$ cat src/rtl/regfile_mp.sv
// regfile_mp: multi-port integer register file for the Decode stage.
//   x0 reads as zero and ignores writes.
//   A per-register pending scoreboard feeds the hazard unit.
//   A sequential sweep zeroes the file on request.
// Ports:
//   clk, rst         clock, asynchronous active-high reset
//   ra / rd / rpend  NUM_RD combinational read ports: address, data, pending flag
//   we / wa / wd     NUM_WR write ports; the higher port index wins on a collision
//   iss_en / iss_rd  issue: marks iss_rd pending
//   clr_req          starts a clear sweep
//   clr_busy         high while the sweep runs
//   a0               contents of register A0_INDEX
// Optional build macro: REGFILE_BYPASS_EN forwards same-cycle writes to the read ports.
module regfile_mp #(
  parameter int unsigned ADDRESS_WIDTH = 5,
  parameter int unsigned DATA_WIDTH    = 32,
  parameter int unsigned NUM_RD        = 2,
  parameter int unsigned NUM_WR        = 1,
  parameter int unsigned A0_INDEX      = 10
) (
  input  logic                              clk,
  input  logic                              rst,
  input  logic [NUM_RD*ADDRESS_WIDTH-1:0]   ra,
  output logic [NUM_RD*DATA_WIDTH-1:0]      rd,
  output logic [NUM_RD-1:0]                 rpend,
  input  logic [NUM_WR-1:0]                 we,
  input  logic [NUM_WR*ADDRESS_WIDTH-1:0]   wa,
  input  logic [NUM_WR*DATA_WIDTH-1:0]      wd,
  input  logic                              iss_en,
  input  logic [ADDRESS_WIDTH-1:0]          iss_rd,
  input  logic                              clr_req,
  output logic                              clr_busy,
  output logic [DATA_WIDTH-1:0]             a0
);

  localparam int unsigned DEPTH = 1 << ADDRESS_WIDTH;
  localparam logic [ADDRESS_WIDTH-1:0] IDX_LAST = '1;
  localparam logic [ADDRESS_WIDTH-1:0] IDX_FIRST = ADDRESS_WIDTH'(1);

  localparam logic [0:0] ST_IDLE  = 1'b0;
  localparam logic [0:0] ST_SWEEP = 1'b1;

  logic [0:0]               state_q, state_d;
  logic [ADDRESS_WIDTH-1:0] idx_q, idx_d;
  logic [DATA_WIDTH-1:0]    mem_q [DEPTH];
  logic [DEPTH-1:0]         pend_q;

  // FSM state and sweep index registers
  always_ff @(posedge clk or posedge rst) begin
    if (rst) begin
      state_q <= ST_IDLE;
      idx_q   <= '0;
    end else begin
      state_q <= state_d;
      idx_q   <= idx_d;
    end
  end

  // Next-state logic: sweep starts at x1, x0 is never stored
  always_comb begin
    state_d = state_q;
    idx_d   = idx_q;
    case (state_q)
      ST_IDLE: begin
        if (clr_req) begin
          state_d = ST_SWEEP;
          idx_d   = IDX_FIRST;
        end
      end
      ST_SWEEP: begin
        idx_d = idx_q + ADDRESS_WIDTH'(1);
        if (idx_q == IDX_LAST) state_d = ST_IDLE;
      end
      default: state_d = ST_IDLE;
    endcase
  end

  // Storage and scoreboard; loop order makes the higher write port win,
  // and the issue update comes last so a newer producer keeps the bit set
  always_ff @(posedge clk or posedge rst) begin
    if (rst) begin
      for (int unsigned i = 0; i < DEPTH; i++) mem_q[i] <= '0;
      pend_q <= '0;
    end else if (state_q == ST_SWEEP) begin
      mem_q[idx_q] <= '0;
    end else begin
      for (int unsigned w = 0; w < NUM_WR; w++) begin
        if (we[w] && (wa[w*ADDRESS_WIDTH +: ADDRESS_WIDTH] != '0)) begin
          mem_q[wa[w*ADDRESS_WIDTH +: ADDRESS_WIDTH]]  <= wd[w*DATA_WIDTH +: DATA_WIDTH];
          pend_q[wa[w*ADDRESS_WIDTH +: ADDRESS_WIDTH]] <= 1'b0;
        end
      end
      if (clr_req) begin
        pend_q <= '0;
      end else if (iss_en && (iss_rd != '0)) begin
        pend_q[iss_rd] <= 1'b1;
      end
    end
  end

  // Read ports
  for (genvar p = 0; p < NUM_RD; p++) begin : g_rd
    logic [ADDRESS_WIDTH-1:0] addr;
    logic [DATA_WIDTH-1:0]    data;
    logic                     pend;

    assign addr = ra[p*ADDRESS_WIDTH +: ADDRESS_WIDTH];

    always_comb begin
      data = mem_q[addr];
      pend = pend_q[addr];
`ifdef REGFILE_BYPASS_EN
      // Forwarding is suppressed during a sweep, when writes are dropped
      if (state_q == ST_IDLE) begin
        for (int unsigned w = 0; w < NUM_WR; w++) begin
          if (we[w] && (wa[w*ADDRESS_WIDTH +: ADDRESS_WIDTH] == addr)) begin
            data = wd[w*DATA_WIDTH +: DATA_WIDTH];
            pend = iss_en && (iss_rd == addr);
          end
        end
      end
`endif
      if (addr == '0) begin
        data = '0;
        pend = 1'b0;
      end
    end

    assign rd[p*DATA_WIDTH +: DATA_WIDTH] = data;
    assign rpend[p]                       = pend;
  end

  assign clr_busy = (state_q == ST_SWEEP);
  assign a0       = mem_q[ADDRESS_WIDTH'(A0_INDEX)];

endmodule

$ cat config.mk
export PLATFORM = sky130hd
export DESIGN_NAME = regfile_mp
export DESIGN_NICKNAME = d
export VERILOG_FILES = /design/src/rtl/regfile_mp.sv
export SDC_FILE = /design/constraint.sdc
export NUM_CORES = 2
export LEC_CHECK = 0
export BUFFER_PORTS_ARGS = -buffer_cell sky130_fd_sc_hd__buf_2
export CORE_UTILIZATION = 63
export CTS_CLUSTER_DIAMETER = 40
export DETAILED_ROUTE_END_ITERATION = 10
export PLACE_DENSITY_LB_ADDON = 0.15
export SLEW_MARGIN = 20
export SYNTH_ARGS = -nofsm -noshare
export SYNTH_HDL_FRONTEND = slang
export SYNTH_SLANG_ARGS = --single-unit
$ cat constraint.sdc
create_clock -name clk -period 46.7 [get_ports clk]
set_input_delay 9.34 -clock clk [delete_from_list [all_inputs] [get_ports clk]]
set_output_delay 9.34 -clock clk [all_outputs]
set_load 0.01 [all_outputs]
# Word level (Yosys, flattened, before mapping)
# Index checks and enable logic that the tools add are counted.
[op_classes]
bitwise_logic = 10
eq_ne = 2
muxes = 34
magnitude_cmp = 12
add_sub_neg = 1
n_reduce_logical = 11
[op_table]
columns = ["operator", "count"]
rows = [
  ["1024-bit 2-to-1 mux", 2],
  ["1024-bit bitwise AND", 1],
  ["1024-bit bitwise mux", 1],
  ["1024-bit NOT", 1],
  ["32-bit 2-to-1 mux", 12],
  ["32-bit binary-select mux with 5-bit select", 2],
  ["32-bit demux with 5-bit select", 2],
  ["32-bit bitwise AND", 1],
  ["32-bit NOT", 1],
  ["32-bit bitwise OR", 1],
  ["6-bit greater-or-equal comparator, second input constant", 4],
  ["5-bit by 6-bit less-than comparator with 1-bit output, second input constant", 4],
  ["5-bit NOT with 6-bit output", 4],
  ["6-bit by 1-bit less-than comparator with 1-bit output, second input constant", 2],
  ["1-bit binary-select mux with 5-bit select", 2],
  ["1-bit demux with 5-bit select", 2],
  ["5-bit by 1-bit greater-or-equal comparator with 1-bit output, second input constant", 2],
  ["5-bit zero test", 2],
  ["5-bit one-hot mux with 2 select lines", 1],
  ["5-bit nonzero test", 2],
  ["1-bit 2-to-1 mux", 8],
  ["1-bit logical AND", 6],
  ["5-bit by 1-bit adder with 5-bit output, second input constant", 1],
  ["5-bit == test, second input constant", 1],
  ["other kinds (5)", 5],
]
[totals]
regBits = 1062
elab_cells = 105
inputBits = 57
output_inout_bits = 99

# Depth between registers and ports, before layout
[depth]
ltp_word = 11
mapped_depth = 8
ltp_nobuf = 5

# Worst setup path before layout
# OpenSTA, ideal clock, no wires.
[synth_path]
path_kind = "input to output"
startpoint = "in ra[7]"
endpoint = "out rd[33]"
t_arrival_ps = 10898
t_required_ps = 37360
cell_stages = 7
path_buffers = 5
setup_slack_ps = 26462
cell_sequence = "buf_2 -> buf_4 -> buf_4 -> buf_2 -> clkbuf_1 -> a211oi_1 -> a311oi_1"
[synth_between]
elab_chain_len = 5
elab_cells_between_ends = 6
cone_classes = "mux: 4; bitwise: 1; reduce/logical: 1"
[synth_lines]
columns = ["element", "line", "text"]
rows = [
  ["start: declaration", "23", "input logic [NUM_RD*ADDRESS_WIDTH-1:0] ra,"],
  ["5-bit NOT with 6-bit output (not written as such)", "110", "data = mem_q[addr];"],
  ["32-bit binary-select mux with 5-bit select", "110", ""],
  ["32-bit 2-to-1 mux (not written as such) (2 in series)", "110", ""],
  ["32-bit 2-to-1 mux *", "123", "if (addr == '0) begin"],
  ["end: declaration", "24", "output logic [NUM_RD*DATA_WIDTH-1:0] rd,"],
]
# Every way passes the cells marked *; elsewhere a longest branch is shown, timed or not. The select of a mux whose other input is x is not followed.

# Worst setup path in the final report
[layout_path]
startpoint = "in ra[9]"
endpoint = "out rd[49]"
# Same word-level chain as after synthesis.

==> impl_results.md <==
* Status: complete, no violations
* Row count at between 100 and 150
* Syn Nets at 4107
* Vias in the first global route at 45241
* Synth area leader: dfrtp_1
* Initial Utilization at 63.6%
* Number of flops mapped to enable cells by yosys at 0
* Total Nets Final at between 3000 and 4000
* CTS resizes at 0
* Number of port buffers at 155
* Die width at 298 um
* Initial antenna violation count at 16
* DR WL met2 at ~89000 um
* Mapped Area at about 55000 um2
* Global route overflow at 0
* Area grow syn2layout at 11.7%
* Largest net degree at the start of global routing at a little under 200
* Yosys top cell area share at 48.1%
* CTS tree: done
* Core area at 86800 um2
* Origin of the worst setup path: ra[9]
* Die area at around 90000 um2
* Post-synthesis xor/xnor area fraction at less than 1%
* Gpl congestion at 0.971
* Residual DRC at 0
* Commonest cells post-synth: 1062 x dfrtp_1, 992 x a22o_1, 462 x mux4_2
* Worst-Margin Slew at 1320 ps
* Final Max Tran Viols at 0
* Top Metal Used: met5
* Vias at 45091
* Cell Pwr Density at 48.1 nW/um2
* Routed vias/inst at 8.69
* Total CTS buffers at 144
* Metal-1 WL at 72800 um
* Final hold violations at 0
* MaxCap Viol Count at 0
* Top FF cell, synth: dfrtp_1
* Total power at between 2000 and 3000 uW
* Setup tns final at 0 ps
* Rel. slew slack at a little under an eighth
* Metal3 WL at 41500 um
* Syn Area/Cell at 13.6 um2
* Fraction of synthesized area in multiplexers at a little under a quarter
* Static leakage power at 0.0273 uW
* Most numerous cell in the Yosys netlist: dfrtp_1
* Final core occ at 71.1%
* Post-DP HPWL at about 120000 um
* Die Y at 298 um
* Peak Freq at 44.0 MHz
* Syn. warnings at 0
* 1st-iter DRT viols at 7963
* Tcrit/Tclk final at 48.7%
* Worst setup EP type: primary output
* Max FO, Critical Path at 34
* Synth Area in Compound Gates at around 22%
* Tmin final at roughly 23000 ps
* Drt wl/cell at 42.6 um
* Clk buf depth at 3
* Total track usage at between 50% and 60%
* Clock latency on the worst-skew pair at 780 ps
* Post-Synth Adder-Cell Area at 0.113%
* DR pass1 iterations at 9
* VDD IR-drop max at 38.7 uV
* Worst-path clk slew at 50 ps
* RSZ-0062 raised after global routing: false
* Simple-Gate Fraction of Synth Area at between 2 and 3%
* First-pass GRT wire length at 320000 um
* Final wirelength at approximately 220000 um
* Synth async-reset ratio at 100%
* Top cells by area, synth: dfrtp_1 48%, mux4_2 19%, a22o_1 16%, mux2i_1 2.4%, clkbuf_1 2.3%
* Reg2reg start: clr_busy
* Final setup viols at 0
* Synth Register Bits at 1062
* Cells after Synth at roughly 4000
* CTS H-Tree Depth at 4
* Layout Skew at around 30 ps
* Largest family of logic cells by synthesized area: multiplexers
* Register area share after synthesis at around half
* Top Ports at 156
* # clock sinks at 1062
* CP startpoint kind: input pin
* CP Data Required Time at 37360 ps
* CP Data Arrival Time at 13410 ps
* HP Start: mem_q[1008]
* Yosys cell types at 50
* Critical path class: input pin to primary output
* Setup Buffers After CTS at 0
* Fraction of layout cells with a size suffix above 1 at around 28%
* Detail Route Antenna Nets at 0
* Hold-fix buffers, CTS at 0
* # fillers at 5695
* CTS root buffer: clkbuf_16
* Hold Crit Class: register to register
critical path: stages:
cell      delay [ps]
buf_2            440
buf_4            490
or2_2            990
or4_1            240
buf_4            500
o21ai_0          380
a311oi_1         680
buf_2            260
metrics by stage:
step	cells	cell area, um2	hold slack [ps]	worst slack, ps
floorplan	4045	55200	467	7470
global placement	4908	56500	483	24050
detailed placement	4908	56500	497	24170
CTS	5174	61600	511	24160
global route	5179	61700	528	23920
finish	5186	61700	508	23950
state kept, by name, indices dropped and copies added (netlist names):
name and cells:
mem_q 992, a0 32, pend_q 32, idx_q 5, clr_busy 1
logic make-up after synthesis:
family                   Yosys count
multiplexers                     660
buffers and inverters            565
adder cells (fa/ha/maj)            5
AO/OA/AOI/OAI                   1468
XOR/XNOR                           2
flip-flops                      1062
AND/OR/NAND/NOR                  283
layer usage:
layer  global-route usage [%]  up-vias
met5                    0.325        -
met4                     31.5       20
met3                     27.3     1234
met2                     66.0     4755
met1                     64.2    22971
li1                         -    16111
area by class of cell:
class | instances | area [um2] | area share, %
Timing Repair Buffer | 268 | 1770 | 2.87
Tap cell | 1155 | 1450 | 2.34
Clock inverter | 87 | 1100 | 1.78
Clock buffer | 179 | 4010 | 6.50
Inverter | 6 | 32.5 | 0.0527
Sequential cell | 1062 | 26600 | 43.1
Antenna cell | 11 | 27.5 | 0.0446
Multi-Input combinational cell | 2418 | 26700 | 43.3
cell usage in the layout, fill, tap and decap left out, drive strengths merged, types with 4 or more instances in the layout:
master and count:
a211oi 94, ha 5, clkbuf 179, nor2 42, clkinv 35, a22oi 66
nor2b 74, mux2i 132, diode 11, o21ai 118, inv 27, buf 268
bufinv 17, mux2 66, mux4 462, nand2 72, dfrtp 1062, nand3 7
and3b 4, o2111ai 19, a311oi 66, a22o 992, nand3b 4, a21oi 59
a221oi 47, or2 4, and3 5, nor3 8, and2 43, nand2b 5
clkinvlp 14
report_power, final:
part	total, uW	switching [uW]	internal (uW)
sequential	1200	131	1060
combinational	603	337	267
clock	1170	453	713
worst paths after layout:
| path | end | cells after the start | slack [ps] |
|---|---|---|---|
| setup / recovery | rd[49] | 8 | 23950 |
| max in group asynchronous | mem_q[1000] | 6 | 34130 |
| min in group asynchronous | a0[20] | 2 | 8680 |
| hold reg to reg | mem_q[1008] | 1 | 510 |
| hold / removal | mem_q[1008] | 1 | 510 |
| setup reg to reg | mem_q[32] | 6 | 42710 |
No activity file was read; power rests on OpenSTA's default activity.
